**config.mk**
```make
export PLATFORM = sky130hd
export DESIGN_NAME = pc_stack_flat
export DESIGN_NICKNAME = d
export VERILOG_FILES = /design/src/rtl/pc_stack_if.sv /design/src/rtl/pc_stack.sv /design/src/flat_wrapper.sv
export SDC_FILE = /design/constraint.sdc
export NUM_CORES = 1
export LEC_CHECK = 0
export CAP_MARGIN = 20
export CELL_PAD_IN_SITES_DETAIL_PLACEMENT = 1
export CELL_PAD_IN_SITES_GLOBAL_PLACEMENT = 2
export CORE_MARGIN = 10
export CORE_UTILIZATION = 38
export DETAILED_ROUTE_END_ITERATION = 7
export PLACE_DENSITY = 0.82
export SKIP_LAST_GASP = 1
export SYNTH_ARGS = -nofsm -noshare
export SYNTH_HDL_FRONTEND = slang
export SYNTH_SLANG_ARGS = --single-unit
```
**constraint.sdc**
```tcl
create_clock -name clk -period 2.8 [get_ports clk]
set_input_delay 0.42 -clock clk [delete_from_list [all_inputs] [get_ports clk]]
set_output_delay 0.42 -clock clk [all_outputs]
set_load 0.02 [all_outputs]
```
**src/rtl/pc_stack_if.sv**
```systemverilog
// Command and status bundle for pc_stack: the sequencer (master) drives commands
// and the jump target; the stack (slave) returns the program counter and stack status.
interface pc_stack_if #(
  parameter int ADDR_W = 12,
  parameter int DEPTH  = 4
);
  localparam int DW = $clog2(DEPTH + 1);

  logic              incPC;
  logic              loadPC;
  logic              call;
  logic              ret;
  logic [ADDR_W-1:0] newaddr;
  logic [ADDR_W-1:0] addr;
  logic [DW-1:0]     depth;
  logic              full;
  logic              empty;
  logic              overflow;
  logic              underflow;

  modport master (
    output incPC, loadPC, call, ret, newaddr,
    input  addr, depth, full, empty, overflow, underflow
  );

  modport slave (
    input  incPC, loadPC, call, ret, newaddr,
    output addr, depth, full, empty, overflow, underflow
  );
endinterface

```
**src/rtl/pc_stack.sv**
```systemverilog
// Program counter with a DEPTH-entry return-address stack.
// Define PC_STACK_WRAP_EN to make a call on a full stack overwrite the oldest entry.
module pc_stack #(
  parameter int ADDR_W = 12,
  parameter int DEPTH  = 4
) (
  input  logic        clk,
  input  logic        reset,
  pc_stack_if.slave   bus
);
  localparam int DW = $clog2(DEPTH + 1);
  localparam int PW = (DEPTH > 1) ? $clog2(DEPTH) : 1;
  localparam logic [DW-1:0] DEPTH_CNT = DW'(DEPTH);
  localparam logic [PW-1:0] LAST_PTR  = PW'(DEPTH - 1);

  logic [ADDR_W-1:0] mem [DEPTH];
  logic [ADDR_W-1:0] addr_q;
  logic [ADDR_W-1:0] addr_inc;
  logic [DW-1:0]     depth_q;
  logic [PW-1:0]     top_ptr;   // next free slot; with a full stack also the oldest entry
  logic [PW-1:0]     next_ptr;
  logic [PW-1:0]     prev_ptr;
  logic              full_q;
  logic              empty_q;
  logic              ovf_q;
  logic              unf_q;
  logic              push_en;
  logic              wrap_ok;

`ifdef PC_STACK_WRAP_EN
  assign wrap_ok = 1'b1;
`else
  assign wrap_ok = 1'b0;
`endif

  assign addr_inc = addr_q + ADDR_W'(1);
  assign full_q   = (depth_q == DEPTH_CNT);
  assign empty_q  = (depth_q == '0);
  assign next_ptr = (top_ptr == LAST_PTR) ? '0 : top_ptr + PW'(1);
  assign prev_ptr = (top_ptr == '0) ? LAST_PTR : top_ptr - PW'(1);

  // ret outranks call, so a simultaneous call never writes the stack.
  assign push_en = !reset && !bus.ret && bus.call && (!full_q || wrap_ok);

  // NOTE: stack storage has no reset; entries above depth are never read, so
  // leaving them unreset keeps this a plain RAM.
  always_ff @(posedge clk) begin
    if (push_en) mem[top_ptr] <= addr_inc;
  end

  // NOTE: sequential state uses non-blocking assignments so every register
  // samples pre-edge values regardless of statement order.
  always_ff @(posedge clk) begin
    if (reset) begin
      addr_q  <= '0;
      depth_q <= '0;
      top_ptr <= '0;
      ovf_q   <= 1'b0;
      unf_q   <= 1'b0;
    end else if (bus.ret) begin
      if (empty_q) begin
        unf_q <= 1'b1;
      end else begin
        addr_q  <= mem[prev_ptr];
        top_ptr <= prev_ptr;
        depth_q <= depth_q - DW'(1);
      end
    end else if (bus.call) begin
      if (full_q) begin
        ovf_q <= 1'b1;
        if (wrap_ok) begin
          addr_q  <= bus.newaddr;
          top_ptr <= next_ptr;
        end
      end else begin
        addr_q  <= bus.newaddr;
        top_ptr <= next_ptr;
        depth_q <= depth_q + DW'(1);
      end
    end else if (bus.loadPC) begin
      addr_q <= bus.newaddr;
    end else if (bus.incPC) begin
      addr_q <= addr_inc;
    end
  end

  assign bus.addr      = addr_q;
  assign bus.depth     = depth_q;
  assign bus.full      = full_q;
  assign bus.empty     = empty_q;
  assign bus.overflow  = ovf_q;
  assign bus.underflow = unf_q;
endmodule

```
**src/flat_wrapper.sv**
```systemverilog
// flat-port wrapper written by rule: the top's interface ports become plain ports
module pc_stack_flat 
#(
  parameter int ADDR_W = 12,
  parameter int DEPTH  = 4
)
  (clk, reset, bus_incPC, bus_loadPC, bus_call, bus_ret, bus_newaddr, bus_addr, bus_depth, bus_full, bus_empty, bus_overflow, bus_underflow);
  pc_stack_if #(.ADDR_W(ADDR_W), .DEPTH(DEPTH)) bus_i ();
  input  logic clk;
  input  logic reset;
  input wire logic [$bits(bus_i.incPC)-1:0] bus_incPC;
  input wire logic [$bits(bus_i.loadPC)-1:0] bus_loadPC;
  input wire logic [$bits(bus_i.call)-1:0] bus_call;
  input wire logic [$bits(bus_i.ret)-1:0] bus_ret;
  input wire logic [$bits(bus_i.newaddr)-1:0] bus_newaddr;
  output wire logic [$bits(bus_i.addr)-1:0] bus_addr;
  output wire logic [$bits(bus_i.depth)-1:0] bus_depth;
  output wire logic [$bits(bus_i.full)-1:0] bus_full;
  output wire logic [$bits(bus_i.empty)-1:0] bus_empty;
  output wire logic [$bits(bus_i.overflow)-1:0] bus_overflow;
  output wire logic [$bits(bus_i.underflow)-1:0] bus_underflow;
  assign bus_i.incPC = bus_incPC;
  assign bus_i.loadPC = bus_loadPC;
  assign bus_i.call = bus_call;
  assign bus_i.ret = bus_ret;
  assign bus_i.newaddr = bus_newaddr;
  assign bus_addr = bus_i.addr;
  assign bus_depth = bus_i.depth;
  assign bus_full = bus_i.full;
  assign bus_empty = bus_i.empty;
  assign bus_overflow = bus_i.overflow;
  assign bus_underflow = bus_i.underflow;
  pc_stack #(.ADDR_W(ADDR_W), .DEPTH(DEPTH)) u_core (.clk(clk), .reset(reset), .bus(bus_i));
endmodule
```
Word level (Yosys, flattened, before mapping) --
Memories as Yosys holds them, arrays and structs flattened. Index checks and enable logic that the tools add are counted.
Storage, ports and cells: memories kept 1, bits in registers 19, output and inout bits 19, memory bits (writable) 48
Memories:
- u_core.mem | depth 4, bits a word 12, read ports 1, clocked after memory_dff 0, wr ports 1, line pc_stack.sv:16 | logic [ADDR_W-1:0] mem [DEPTH];
Cells by class: reduce and logical (&&, ||, !) cells 14, add/sub/neg operators 5, bitwise operators 1, equal/unequal tests 5, muxes and demuxes 18
Operators with widths (count):
- 12-bit 2-to-1 mux | 6
- 12-bit by 1-bit adder with 12-bit output (second input constant) | 1
- 2-bit 2-to-1 mux | 6
- 3-bit 2-to-1 mux | 4
- 3-bit AND reduction | 3
- 2-bit inequality test (second input constant) | 2
- 4-bit nonzero test | 1
- 3-bit by 1-bit adder with 3-bit output (second input constant) | 1
- 3-bit == test (second input constant) | 1
- 1-bit logical AND | 3
- 1-bit logical NOT | 3
- 3-bit logical NOT | 1
- 3-bit inequality test (second input constant) | 1
- 3-bit by 1-bit subtractor with 3-bit output (second input constant) | 1
- 2-bit by 1-bit adder with 2-bit output (second input constant) | 1
- 2-bit == test (second input constant) | 1
- 2-bit logical NOT | 1
- 1-bit 2-to-1 mux | 2
- 2-bit AND reduction | 1
- 2-bit nonzero test | 1
- 2-bit by 1-bit subtractor with 2-bit output (second input constant) | 1
- 1-bit inverter | 1

Longest topological paths before layout --
word-level depth 6, mapped depth 9

Least setup slack after synthesis --
No wires, ideal clock.
kind register to register, start point register u_core.top_ptr[0], end point register u_core.addr_q[1], in the netlist u_core.bus.addr[1], stages on the path, launching flop included 9, period minus slack after synthesis 1.933 ns, path slack 0.867 ns, arrival time 1.797 ns, buffers on the path 2, cells stage by stage dfxtp_1 inv_1 ha_1 nor2b_4 buf_6 buf_6 mux4_2 o211ai_2 a21oi_1
Between the ends: word-level cells in the longest chain between the ends 5
Ends and longest elaborated chain:
- start, declared | line pc_stack.sv:20 | logic [PW-1:0] top_ptr;
- start signal, assigned | line pc_stack.sv:65 | top_ptr <= prev_ptr;
- start signal, assigned | line pc_stack.sv:73 | top_ptr <= next_ptr;
- start signal, assigned | line pc_stack.sv:77 | top_ptr <= next_ptr;
- 2-bit by 1-bit subtractor with 2-bit output or 2-bit logical NOT (tied branches) | line pc_stack.sv:40 | assign prev_ptr = (top_ptr == '0) ? LAST_PTR : top_ptr - PW'(1);
- 2-bit 2-to-1 mux * | line pc_stack.sv:40
- memory 4 x 12 bit *
- 12-bit 2-to-1 mux * | line pc_stack.sv:61 | if (empty_q) begin
- 12-bit 2-to-1 mux * | line pc_stack.sv:60 | end else if (bus.ret) begin
- end signal, assigned | line pc_stack.sv:64 | addr_q <= mem[prev_ptr];
- end signal, assigned | line pc_stack.sv:72 | addr_q <= bus.newaddr;
- end signal, assigned | line pc_stack.sv:76 | addr_q <= bus.newaddr;
- end, declared | line pc_stack.sv:17 | logic [ADDR_W-1:0] addr_q;
Mark *: on every way between the ends. The rest lies on a longest branch, timed or not. The select of a mux whose other input is x is not followed. A chain may end at the register's enable or synchronous reset.

Worst setup path in the final report --
start point register u_core.depth_q[2], in the netlist u_core.bus.depth[2], end point output bus_full
Between the ends: word-level cells in the longest chain between the ends 1
Ends and longest elaborated chain:
- start, declared | line pc_stack.sv:19 | logic [DW-1:0] depth_q;
- start signal, assigned | line pc_stack.sv:66 | depth_q <= depth_q - DW'(1);
- start signal, assigned | line pc_stack.sv:78 | depth_q <= depth_q + DW'(1);
- 3-bit == test | line pc_stack.sv:37 | assign full_q = (depth_q == DEPTH_CNT);
- end, declared | line flat_wrapper.sv:18 | output wire logic [$bits(bus_i.full)-1:0] bus_full;
Every way passes these cells.

==> metrics.cfg <==
[run_status]
status = finished clean

[layout]
area_delta_synth_final_pct = 21.55
finish.net_count = 325
number_of_non_filler_instances_in_the_completed_layout = 411
diode_count = 0
final_design_area_no_fill_um2 = 3918
post_route_cells_drive_above_1_share = 0.1503

[drt]
detail_route.wl_per_cell_um = 21.09
routed_wirelength_um = 8669
met3_wirelength_um = 399
dr_wl_met2_um = 4126
detail_route.drc_violations = 0
via_per_inst = 5.404
detailed_router_iteration_count_before_antenna_repair = 4
highest-signal-layer = met4
initialDrtViolationCount = 97
via_count = 2221
wirelength_met1_um = 4009
ant_nets = 0

[die]
num_io_pins = 37
floorplan.initialDensity = 0.3923
die_x_um = 112.1
core_area_um2 = 8217
placementRows = 33
die_h_um = 112.1
die-area_um2 = 12570

[place]
buffer_ports.inserted = 36
gp_congestion = 0.7923
dp.final_hpwl_um = 6099
dpl_cell_area_um2 = 3711
placed_cells_incl_taps = 395

[sta]
final_min_period_over_clock_period = 0.8424
setup_viol = 0
final-hold-violation-count = 0
grt_setup_unrepaired = no
maxClockFrequency_mhz = 424.0
fin_hold_ws_ns = 0.4890
timing.slew.headroom = 0.6063
worstMarginPinSlew_ns = 0.5906
skew_ns = 0.007469
setup_total_negative_slack_ns = 0
slew_viol_final = 0
final_period_minus_worst_setup_slack_ns = 2.359

[global_routing]
groute.usage.overall = 0.1375
grt_pass1_wl_um = 13670
pin_count_of_the_biggest_net_entering_global_routing = 20
grt_overflow_total = 0
grt_pass1_vias = 2334
antenna_violations_before_repair = 0

[clock_network]
cts.hold.buffers_added = 0
clock-root-buffer = sky130_fd_sc_hd__clkbuf_8
cts.repair.resized = 0
cts_tree = done
max-clock-path-buffers = 2
cts_htree_levels = 3
numCtsBuffers = 9
worst_skew_pair.late_latency_ns = 0.34
clk_transition_reported_paths_ns = 0.07
cts_post_setup_buffers_inserted = 0
clkSinkCount = 67

[worst_setup_path]
worst-endpoint-required_ns = 2.38
crit_path_top_delay_cell = sky130_fd_sc_hd__clkdlybuf4s50_1
path_delay_family = buffers and inverters
critPathMaxStageDelay_ns = 0.69
endpoint_kind = output port
cp_max_fo = 8
reg2reg_to = u_core.bus.addr[0]
worstSetupPathType = reg -> out
reg2reg_slack_ns = 0.46
regToRegStartpoint = u_core.top_ptr[0]
cp.arrival_ns = 1.94
cp.buffers_inverters = 1
reg2regPathDepth = 7
setup.worst_path.start_class = flip-flop
critical_path.cell_chain = nor3b_4 -> clkdlybuf4s50_1

[worst_hold_path]
hold_path.class = reg -> reg
critical_hold_path_startpoint = u_core.bus.overflow
worst_case_hold_path_end_point = u_core.bus.overflow
hold_crit_depth = 2

[logic_synthesis]
netlist_area_um2 = 3223
synth_flop_cell = sky130_fd_sc_hd__edfxtp_1
synth.lib_cells_used.distinct = 58
synth.ff_latch_count = 67
yosys_warnings = 0
synth_fp_nets = 282
synthesis.instances = 258
synth.yosys.seq_area_share = 0.5652
syn-mean-instance-area_um2 = 12.49
synthArstFlopShare = 0
synth_enable_flop_cells = 48

[power]
power.share.combinational = 0.265
power_per_standard_cell_area_nw_per_um2 = 744.5
post-layout-total-power_uw = 2917
internal_portion_of_total_power_uw = 2010
power.clock.fraction = 0.292
netSwitchingFraction = 0.3108
ir_worst_vdd_uv = 335.6
power.share.sequential = 0.443
power.switching_uw = 906.5
total_leakage_power_uw = 0.001301

[run]
maxCapViolCount = 0

==> how the worst max path moves through the flow <==
stage                     slack, ns  cells after the start            endpoint           startpoint
after global placement         0.47                      7  u_core.bus.addr[0]    u_core.top_ptr[0]
after CTS                      0.39                      7  u_core.bus.addr[0]    u_core.top_ptr[0]
after global routing           0.28                      7  u_core.bus.addr[0]    u_core.top_ptr[0]
after floorplan                0.87                      8  u_core.bus.addr[1]    u_core.top_ptr[0]
final                          0.44                      2            bus_full  u_core.bus.depth[2]
after detailed placement       0.41                      7  u_core.bus.addr[0]    u_core.top_ptr[0]
==> cell usage in the layout (no fill, tap or decap), types with 2 or more instances in the layout <==
| master | n |
|---|---|
| sky130_fd_sc_hd__o21bai_1 | 2 |
| sky130_fd_sc_hd__nor2_1 | 24 |
| sky130_fd_sc_hd__buf_4 | 9 |
| sky130_fd_sc_hd__mux2i_1 | 7 |
| sky130_fd_sc_hd__o21ai_0 | 7 |
| sky130_fd_sc_hd__inv_1 | 8 |
| sky130_fd_sc_hd__a211oi_2 | 2 |
| sky130_fd_sc_hd__xnor2_1 | 8 |
| sky130_fd_sc_hd__o21a_1 | 2 |
| sky130_fd_sc_hd__a311oi_1 | 2 |
| sky130_fd_sc_hd__nand4_1 | 3 |
| sky130_fd_sc_hd__clkdlybuf4s50_1 | 36 |
| sky130_fd_sc_hd__nor2b_1 | 2 |
| sky130_fd_sc_hd__edfxtp_1 | 48 |
| sky130_fd_sc_hd__o211ai_2 | 2 |
| sky130_fd_sc_hd__o22ai_1 | 3 |
| sky130_fd_sc_hd__dfxtp_1 | 19 |
| sky130_fd_sc_hd__bufinv_16 | 2 |
| sky130_fd_sc_hd__clkbuf_8 | 9 |
| sky130_fd_sc_hd__nand2b_1 | 3 |
| sky130_fd_sc_hd__nand2_1 | 18 |
| sky130_fd_sc_hd__ha_1 | 5 |
| sky130_fd_sc_hd__a21oi_1 | 11 |
| sky130_fd_sc_hd__a211oi_1 | 5 |
| sky130_fd_sc_hd__o221a_2 | 2 |
| sky130_fd_sc_hd__clkinv_1 | 4 |
| sky130_fd_sc_hd__nor3_1 | 10 |
| sky130_fd_sc_hd__nand3_1 | 8 |
| sky130_fd_sc_hd__and2_1 | 4 |
| sky130_fd_sc_hd__nor4_1 | 2 |
| sky130_fd_sc_hd__xor2_1 | 3 |
| sky130_fd_sc_hd__mux4_2 | 9 |
==> per-stage QoR <==
step	worst slack [ns]	util
3_5_place_dp	0.4147	0.4517
6_report	0.4413	0.4768
4_1_cts	0.3910	0.4768
2_1_floorplan	0.8674	-
5_1_grt	0.2791	0.4768
3_3_place_gp	0.4711	0.4517
==> metal layers <==
layer | global-route usage | vias to the layer above
li1 | - | 1056
met1 | 0.1786 | 1115
met2 | 0.2178 | 38
met3 | 0.03834 | 12
met4 | 0.04061 | 0
met5 | 0 | -
==> kinds of logic (layout without fill, tap and decap cells) <==
logic type               after synthesis  in the layout  share of synthesized area
AND/OR/NAND/NOR                       84             84                     0.1359
multiplexers                          16             16                    0.08463
AO/OA/AOI/OAI                         52             52                     0.1262
adder cells (fa/ha/maj)                6              6                    0.02562
buffers and inverters                 22             70                    0.03261
XOR/XNOR                              11             11                    0.02989
flip-flops                            67             67                     0.5652
==> cells in the mapped netlist, types with 4 or more instances <==
library cell	instances	area (um^2)
sky130_fd_sc_hd__dfxtp_1	19	380.4
sky130_fd_sc_hd__nand3_1	8	40.04
sky130_fd_sc_hd__nor2_1	24	90.09
sky130_fd_sc_hd__o21ai_0	7	35.03
sky130_fd_sc_hd__mux4_2	9	202.7
sky130_fd_sc_hd__inv_1	8	30.03
sky130_fd_sc_hd__ha_1	5	62.56
sky130_fd_sc_hd__and2_1	4	25.02
sky130_fd_sc_hd__a211oi_1	5	37.54
sky130_fd_sc_hd__a21oi_1	11	55.05
sky130_fd_sc_hd__xnor2_1	8	70.07
sky130_fd_sc_hd__nand2_1	18	67.56
sky130_fd_sc_hd__clkbuf_1	4	15.01
sky130_fd_sc_hd__edfxtp_1	48	1441
sky130_fd_sc_hd__mux2i_1	7	70.07
sky130_fd_sc_hd__nor3_1	10	50.05
==> flip-flops by register name (all words and copies together) (netlist names) <==
register	cells
u_core.mem	48
u_core.top_ptr	2
u_core.bus.overflow	1
u_core.bus.underflow	1
u_core.bus.depth	3
u_core.bus.addr	12
==> final cells by class <==
class	instances	area (um^2)
fill	874	4299
sequential	67	1822
multi-input combinational	169	1296
timing repair buffer	45	427.9
tap	105	131.4
clock buffer	9	123.9
clock inverter	7	82.58
inverter	9	33.78
==> worst reg2reg max path, stage by stage, from the launching register on <==
cell	delay, ns
sky130_fd_sc_hd__dfxtp_1	0.43
sky130_fd_sc_hd__inv_1	0.09
sky130_fd_sc_hd__ha_1	0.25
sky130_fd_sc_hd__nor2b_4	0.43
sky130_fd_sc_hd__mux4_2	0.57
sky130_fd_sc_hd__nand2b_1	0.19
sky130_fd_sc_hd__a32oi_1	0.21
sky130_fd_sc_hd__nor2_1	0.05
==> power by group through the flow <==
stage	Clock (uW)	Combinational, uW	Sequential, uW
final	852	772	1290
after global routing	917	844	1310
after CTS	872	785	1290
after detailed placement	0	778	1310
after global placement	0	764	1310
after floorplan	0	456	1340
Power figures use the tool's default switching activity.
